`src/rtl/top.sv`:
```
// ============================================================================
// Module   : top
// Brief    : DE-series counter demo with a prescaled 8-bit up/down counter,
//            pushbutton load/step/clear and LED display.
// Revision : 1.0 - initial release
// ============================================================================
`default_nettype none

module top #(
  parameter int TICK_DIV = 5000000,
  parameter int CNT_W    = 8
) (
  input  logic       CLOCK_50,
  input  logic [3:0] KEY,
  input  logic [9:0] SW,
  output logic [9:0] LEDR
);

  localparam int              PW          = (TICK_DIV > 2) ? $clog2(TICK_DIV) : 1;
  localparam logic [PW-1:0]   c_last      = PW'(TICK_DIV - 1);
  localparam logic [PW-1:0]   c_presc_one = PW'(1);
  localparam logic [CNT_W-1:0] c_cnt_one  = CNT_W'(1);

  logic             w_rst_n;
  logic [2:0]       r_s1;
  logic [2:0]       r_s2;
  logic [2:0]       r_s3;
  logic [2:0]       w_press;
  logic             w_clr;
  logic             w_load;
  logic             w_step;
  logic             w_tick;
  logic [PW-1:0]    r_presc;
  logic [CNT_W-1:0] r_count;
  logic [CNT_W-1:0] w_count_adj;
  logic [CNT_W-1:0] w_load_val;
  logic             r_heartbeat;
  logic             w_term;

  assign w_rst_n = KEY[0];

  // Three-stage shift per button; a press is the 1->0 transition between the
  // two oldest stages, so holding or releasing a button yields nothing more.
  always_ff @(posedge CLOCK_50 or negedge w_rst_n) begin
    if (!w_rst_n) begin
      r_s1 <= 3'b111;
      r_s2 <= 3'b111;
      r_s3 <= 3'b111;
    end else begin
      r_s1 <= KEY[3:1];
      r_s2 <= r_s1;
      r_s3 <= r_s2;
    end
  end

  assign w_press = r_s3 & ~r_s2;
  assign w_load  = w_press[0];
  assign w_step  = w_press[1];
  assign w_clr   = w_press[2];

  assign w_tick      = SW[9] && (r_presc == c_last);
  assign w_count_adj = SW[8] ? (r_count + c_cnt_one) : (r_count - c_cnt_one);
  assign w_load_val  = CNT_W'(SW[7:0]);

  always_ff @(posedge CLOCK_50 or negedge w_rst_n) begin
    if (!w_rst_n) begin
      r_presc <= '0;
    end else if (w_clr || w_load) begin
      r_presc <= '0;
    end else if (SW[9]) begin
      r_presc <= w_tick ? '0 : (r_presc + c_presc_one);
    end
  end

  // Step and tick in the same cycle still move the count by one only.
  always_ff @(posedge CLOCK_50 or negedge w_rst_n) begin
    if (!w_rst_n) begin
      r_count <= '0;
    end else if (w_clr) begin
      r_count <= '0;
    end else if (w_load) begin
      r_count <= w_load_val;
    end else if (w_step || w_tick) begin
      r_count <= w_count_adj;
    end
  end

  always_ff @(posedge CLOCK_50 or negedge w_rst_n) begin
    if (!w_rst_n) begin
      r_heartbeat <= 1'b0;
    end else if (w_tick) begin
      r_heartbeat <= ~r_heartbeat;
    end
  end

  assign w_term = SW[8] ? (r_count == '1) : (r_count == '0);

  assign LEDR[7:0] = 8'(r_count);
  assign LEDR[8]   = r_heartbeat;
  assign LEDR[9]   = w_term;

endmodule

`default_nettype wire

```
`config.mk`:
```
export PLATFORM = sky130hd
export DESIGN_NAME = top
export DESIGN_NICKNAME = d
export VERILOG_FILES = /design/src/rtl/top.sv
export SDC_FILE = /design/constraint.sdc
export NUM_CORES = 1
export LEC_CHECK = 0
export BUFFER_PORTS_ARGS = -buffer_cell sky130_fd_sc_hd__buf_2
export CORE_MARGIN = 2
export CORE_UTILIZATION = 30
export CTS_BUF_LIST = sky130_fd_sc_hd__clkbuf_4 sky130_fd_sc_hd__clkbuf_8 sky130_fd_sc_hd__clkbuf_16
export DETAILED_ROUTE_END_ITERATION = 12
export PLACE_DENSITY = 0.53
export SLEW_MARGIN = 20
export SYNTH_ARGS = -nofsm -noshare
export SYNTH_HDL_FRONTEND = slang
export SYNTH_SLANG_ARGS = --single-unit
export TNS_END_PERCENT = 50
```
`constraint.sdc`:
```
create_clock -name CLOCK_50 -period 2.2 [get_ports CLOCK_50]
set_clock_uncertainty 0.15 [all_clocks]
set_input_delay 0.44 -clock CLOCK_50 [delete_from_list [all_inputs] [get_ports CLOCK_50]]
set_output_delay 0.44 -clock CLOCK_50 [all_outputs]
set_load 0.1 [all_outputs]
```
* Yosys cells after proc, flatten, opt, wreduce, memory -nomap -nowiden *
Cells that the tools add are included.

word-level totals
  output and inout bits = 10
  bits in writable memories = 0
  flip-flop bits (word level) = 41
  logic and storage cells = 28
  bits in latches = 0
  memories = 0
  bits in read-only memories = 0

cells by class
  muxes and demuxes = 8
  div/mod/pow operators = 0
  order comparisons = 0
  shift operators = 0
  add/sub/neg operators = 3
  bitwise operators = 3
  equality and inequality tests = 2
  reductions and logical operators = 6
  multiply operators = 0

operator list
  operator               number
  $mux 23                3
  $mux 8                 4
  $add 23x1->23 const B  1
  $eq 23x23->1 const B   1
  $add 8x1->8 const B    1
  $eq 8x8->1 const B     1
  $logic_not 8->1        1
  $sub 8x1->8 const B    1
  $and 3x3->3            1
  $not 3->3              1
  $reduce_bool 3->1      1
  $logic_or 1x1->1       2
  $reduce_bool 2->1      1
  $logic_and 1x1->1      1
  $mux 1                 1
  $not 1->1              1

* Logic depth before layout (Yosys ltp) *
  depth after elaboration = 6
  depth in mapped cells = 8

* Least setup slack after synthesis *
No wires, ideal clock.

  kind = register to register
  start point = register r_count[2]
  end point = register r_count[6]
  setup time = 70 ps
  data required time = 1980 ps
  arrival time = 2356 ps
  cell stages (with the launch flop) = 7
  clock period less this slack = 2576 ps
  path slack = -376 ps
  path buffers = 0
  path through = dfrtp_1 ha_1 a211oi_1 nor2_1 or3_1 a31oi_1 mux2_2

between the ends
  longest elaborated chain between the ends = 5
  elaborated cells between the ends (all ways) = 6
  classes of those cells = add/sub (2); mux (4)

RTL lines
  element                                            RTL line  text
  start, declared                                    34        logic [CNT_W-1:0] r_count;
  start signal, assigned                             82        r_count <= w_load_val;
  start signal, assigned                             84        r_count <= w_count_adj;
  $sub 8x1->8 / $add 8x1->8 (equally long branches)  62        assign w_count_adj = SW[8] ? (r_count + c_cnt_one) : (r_count - c_cnt_one);
  $mux 8 (*)                                         62
  $mux 8 (*)                                         83        end else if (w_step || w_tick) begin
  $mux 8 (*)                                         81        end else if (w_load) begin
  $mux 8 (*)                                         79        end else if (w_clr) begin

Every way passes the cells marked *; elsewhere a longest branch is shown, timed or not. The select of a mux whose other input is x is not followed.
A chain may end at the register's enable or synchronous reset.

* Final worst setup path *
  start point = register r_presc[12]
  end point = register r_count[5]

between the ends
  longest elaborated chain between the ends = 4

RTL lines
  element                             RTL line  text
  start, declared                     33        logic [PW-1:0] r_presc;
  start signal, assigned              71        r_presc <= w_tick ? '0 : (r_presc + c_presc_one);
  $eq 23x23->1                        61        assign w_tick = SW[9] && (r_presc == c_last);
  $logic_and 1x1->1                   61
  $logic_or 1x1->1                    83
  $reduce_bool 3->1 (no source line)  --

Every way passes these cells.

==> flow_summary_export.csv <==
group,metric,value,unit
logic_synthesis,synth-seq-area-share,43.3,%
logic_synthesis,synth_flop_cell,"dfrtp_1",
finish,fin_nets,337,
route,ant_nets,0,
placed_design,dpl-instance-area,0.00294,mm^2
finish,seq_area,0.00105,mm^2
logic_synthesis,postSynthAreaPerCell,9.50,um^2
critical_path,r2r-end,"r_count[5]$_DFFE_PN0P_",
pwr,internal-power,0.00164,W
critical_path,cp-startpoint,"r_presc[12]$_DFFE_PN0P_",
global_route,antenna_found_initial,0,
logic_synthesis,syn_inst,252,
logic_synthesis,netlist_area,0.00239,mm^2
route,routed-via-count,2105,
route,routed_wl,5.98,mm
critical_path,end_kind,"flip-flop",
critical_path,reg2reg_slack,-30,ps
logic_synthesis,synth_area_leader_cell,"dfrtp_1",
route,routedWlPerCell,14.3,um
pwr,pwr-share-comb,44.0,%
critical_path,path_max_fanout,7,
pwr,p_switching,0.00120,W
logic_synthesis,ys_ff_latch,41,
logic_synthesis,synthTopCellsByCount,"32 x dfrtp_1, 24 x nor2_1, 22 x nand2_1",
pwr,vdd_drop_max,0.357,mV
logic_synthesis,synthArstFlopShare,100,%
die,row_count,32,
cts,cts.clk_slew.worst_paths,80,ps
die,fp.dieArea,0.00871,mm^2
logic_synthesis,ys_warn_count,0,
timing,fin_crit,2230,ps
timing,fin_crit_sh,102,%
critical_path,rr_worst_depth,4,
cts,cts.sinks,41,
timing,tightest_slew,508,ps
global_route,globalRouteOverflowTotal,0,
die,initial_utilization,31.0,%
pwr,design_power_total,0.00283,W
logic_synthesis,synth.most_common_cell,"dfrtp_1",
timing,rsz0062_at_grt,"yes",
timing,finalHoldViolCount,0,
finish,postLayoutCellArea,0.00317,mm^2
cts,cts_made_buffers,5,
route,drc,0,
min_path,min_delay_path_depth,1,
critical_path,cpPeakStageDelay,600,ps
finish,area_delta_synth_final,32.3,%
die,core,0.00773,mm^2
logic_synthesis,synth_cell_types,51,
route,drt_iter0_markers,114,
route,dr.pass1.iters,4,
critical_path,critPathSlowestCell,"or4_4",
finish,antennaDiodeCount,0,
min_path,min_from,"KEY[1]",
die,die_w,93.3,um
logic_synthesis,yosys-top-cells-area,"dfrtp_1 33%, dfstp_2 9.9%, xor2_1 4.0%",
critical_path,worstPathArrival,2270,ps
timing,slew_headroom,65.9,%
pwr,static-leakage-power,1.37,nW
critical_path,r2r-start,"r_presc[12]$_DFFE_PN0P_",
timing,hold_slack,88.2,ps
critical_path,required,2240,ps
placed_design,io_buffers,24,
cts,cts_tree,"done",
run,maxCapViolCount,0,
die,io_pins,25,
logic_synthesis,synth_edf_count,0,
critical_path,worstSetupStartpointType,"flip-flop",
timing,final-max-slew-violation-count,0,
global_route,grt_max_degree,20,
pwr,p_clk_share,21.7,%
die,die_h,93.3,um
pwr,power.density,895,mW/mm^2
cts,cts_max_level,2,
finish,drive_gt1_share,36.5,%
min_path,hold_class,"input pin to flip-flop",
min_path,hold_end,"r_s1[0]$_DFF_PN1_",
pwr,swShare,42.2,%
timing,fmax,448,MHz
timing,setup_ws,-33.9,ps
cts,clkLatencyLatePin,290,ps
global_route,grt_pass1_vias,2067,
run_status,violations,"negative setup slack",
finish,nFillCells,778,
pwr,p_seq_share,34.3,%
finish,multi_input_area,0.00134,mm^2
placed_design,hpwl,4.48,mm
logic_synthesis,synth_top_area_share,33.4,%
critical_path,path_cells,"or4_4 > or4_4 > and2_4 > a22o_1",
placed_design,routabilityCongestion,0.874,
route,viasPerCell,5.05,
global_route,grt_pass1_wl,10.3,mm
cts,cts_root_buffer,"clkbuf_8",
logic_synthesis,syn_nets,275,
cts,cts.path.max_buffers,2,
run_status,outcome,"complete, but fails checks",
critical_path,path_common_cell,"or4_4",
global_route,grt.total_usage,14.8,%
critical_path,crit_type,"flip-flop to flip-flop",
timing,setup_viol,5,
-- sequential cells by signal, indices dropped and copies added (netlist names) --
signal,count
r_s2,3
r_presc,23
r_heartbeat,1
r_count,8
r_s1,3
r_s3,3
-- power groups by stage --
stage | registers (W) | clock network, W | logic (W)
after global placement | 0.000965 | 0 | 0.00119
after CTS | 0.000954 | 0.000638 | 0.00121
after global routing | 0.000985 | 0.000666 | 0.00135
after detailed placement | 0.000969 | 0 | 0.00119
final | 0.000972 | 0.000615 | 0.00125
after floorplan | 0.00135 | 0 | 0.000483
-- what timing repair did --
action / in CTS / in global routing
setup buffers: 1 / 2
hold endpoints to repair: 14 / 0
hold buffers: 1 / 0
resized for setup: 3 / 11
endpoints found under the setup margin: 12 / 18
pin swaps: 3 / 4
gates cloned: 0 / 0
-- layer usage --
layer | global-route usage, % | share of wire (%) | vias to the layer above
met5 | 0 | 0 | -
met4 | 5.02 | 1.3 | 0
met3 | 2.18 | 2.2 | 9
met2 | 21.5 | 44 | 29
met1 | 22.2 | 52 | 1015
li1 | - | - | 1052
-- final cells by class --
type                            instances  area share (%)
Clock buffer                            5            2.17
Clock inverter                          3            1.46
Inverter                                4           0.474
Multi-Input combinational cell        194            42.4
Sequential cell                        41            33.3
Tap cell                              102            4.03
Timing Repair Buffer                   68            16.2
-- layout by cell type, fill, tap and decap left out, types with 4 or more instances in the layout --
cell      netlist  final
dfrtp_2         0      5
clkbuf_8        0      5
a31oi_1        14     13
inv_1           4      4
and3_1          6      6
dfstp_2         9      9
nor3_1          8      7
buf_4           2     39
xor2_1         11     11
nor4_1          6      5
nand4_1         8      8
ha_1            7      6
buf_2           1     23
nand2_1        22     21
dfrtp_1        32     24
a21oi_1         6      5
nand3_1        12     11
or3b_2          5      5
o21ai_0         7      7
xnor2_1         7      7
nor2_1         24     24
o211ai_1        4      4
-- logic make-up (layout without fill, tap and decap cells) --
kind of cell             after synthesis  after routing  synth area share [%]
AND/OR/NAND/NOR                      114            114                  25.7
AO/OA/AOI/OAI                         52             52                  15.4
flip-flops                            41             41                  43.3
XOR/XNOR                              18             18                  6.58
buffers and inverters                 17             80                  3.66
adder cells (fa/ha/maj)                8              8                  4.49
multiplexers                           2              2                 0.888
-- stage by stage --
step / instances / setup TNS [ps] / util, % / setup slack [ps]
6_report: 417 / -98.3 / 41.0 / -33.9
3_3_place_gp: 405 / -51.9 / 38.1 / -48.9
5_1_grt: 417 / -716 / 41.0 / -99.5
3_5_place_dp: 405 / -135 / 38.1 / -62.6
2_1_floorplan: 252 / -9.87 / - / -3.31
4_1_cts: 415 / -38.5 / 39.9 / -14.9
-- worst max-delay path by stage --
stage	to	slack [ps]	depth (start not counted)
3_5_place_dp	r_count[6]$_DFFE_PN0P_	-60	8
6_report	r_count[5]$_DFFE_PN0P_	-30	4
5_1_grt	LEDR[9]	-100	4
4_1_cts	r_count[5]$_DFFE_PN0P_	-10	4
3_3_place_gp	r_count[6]$_DFFE_PN0P_	-50	8
2_1_floorplan	r_count[7]$_DFFE_PN0P_	-3	6
-- critical path, delay by kind of cell (launching register included) --
family	cells	cell delay, ps
flip-flops	1	390
AND/OR/NAND/NOR	3	1350
AO/OA/AOI/OAI	1	230
No activity file was read; power rests on OpenSTA's default activity.
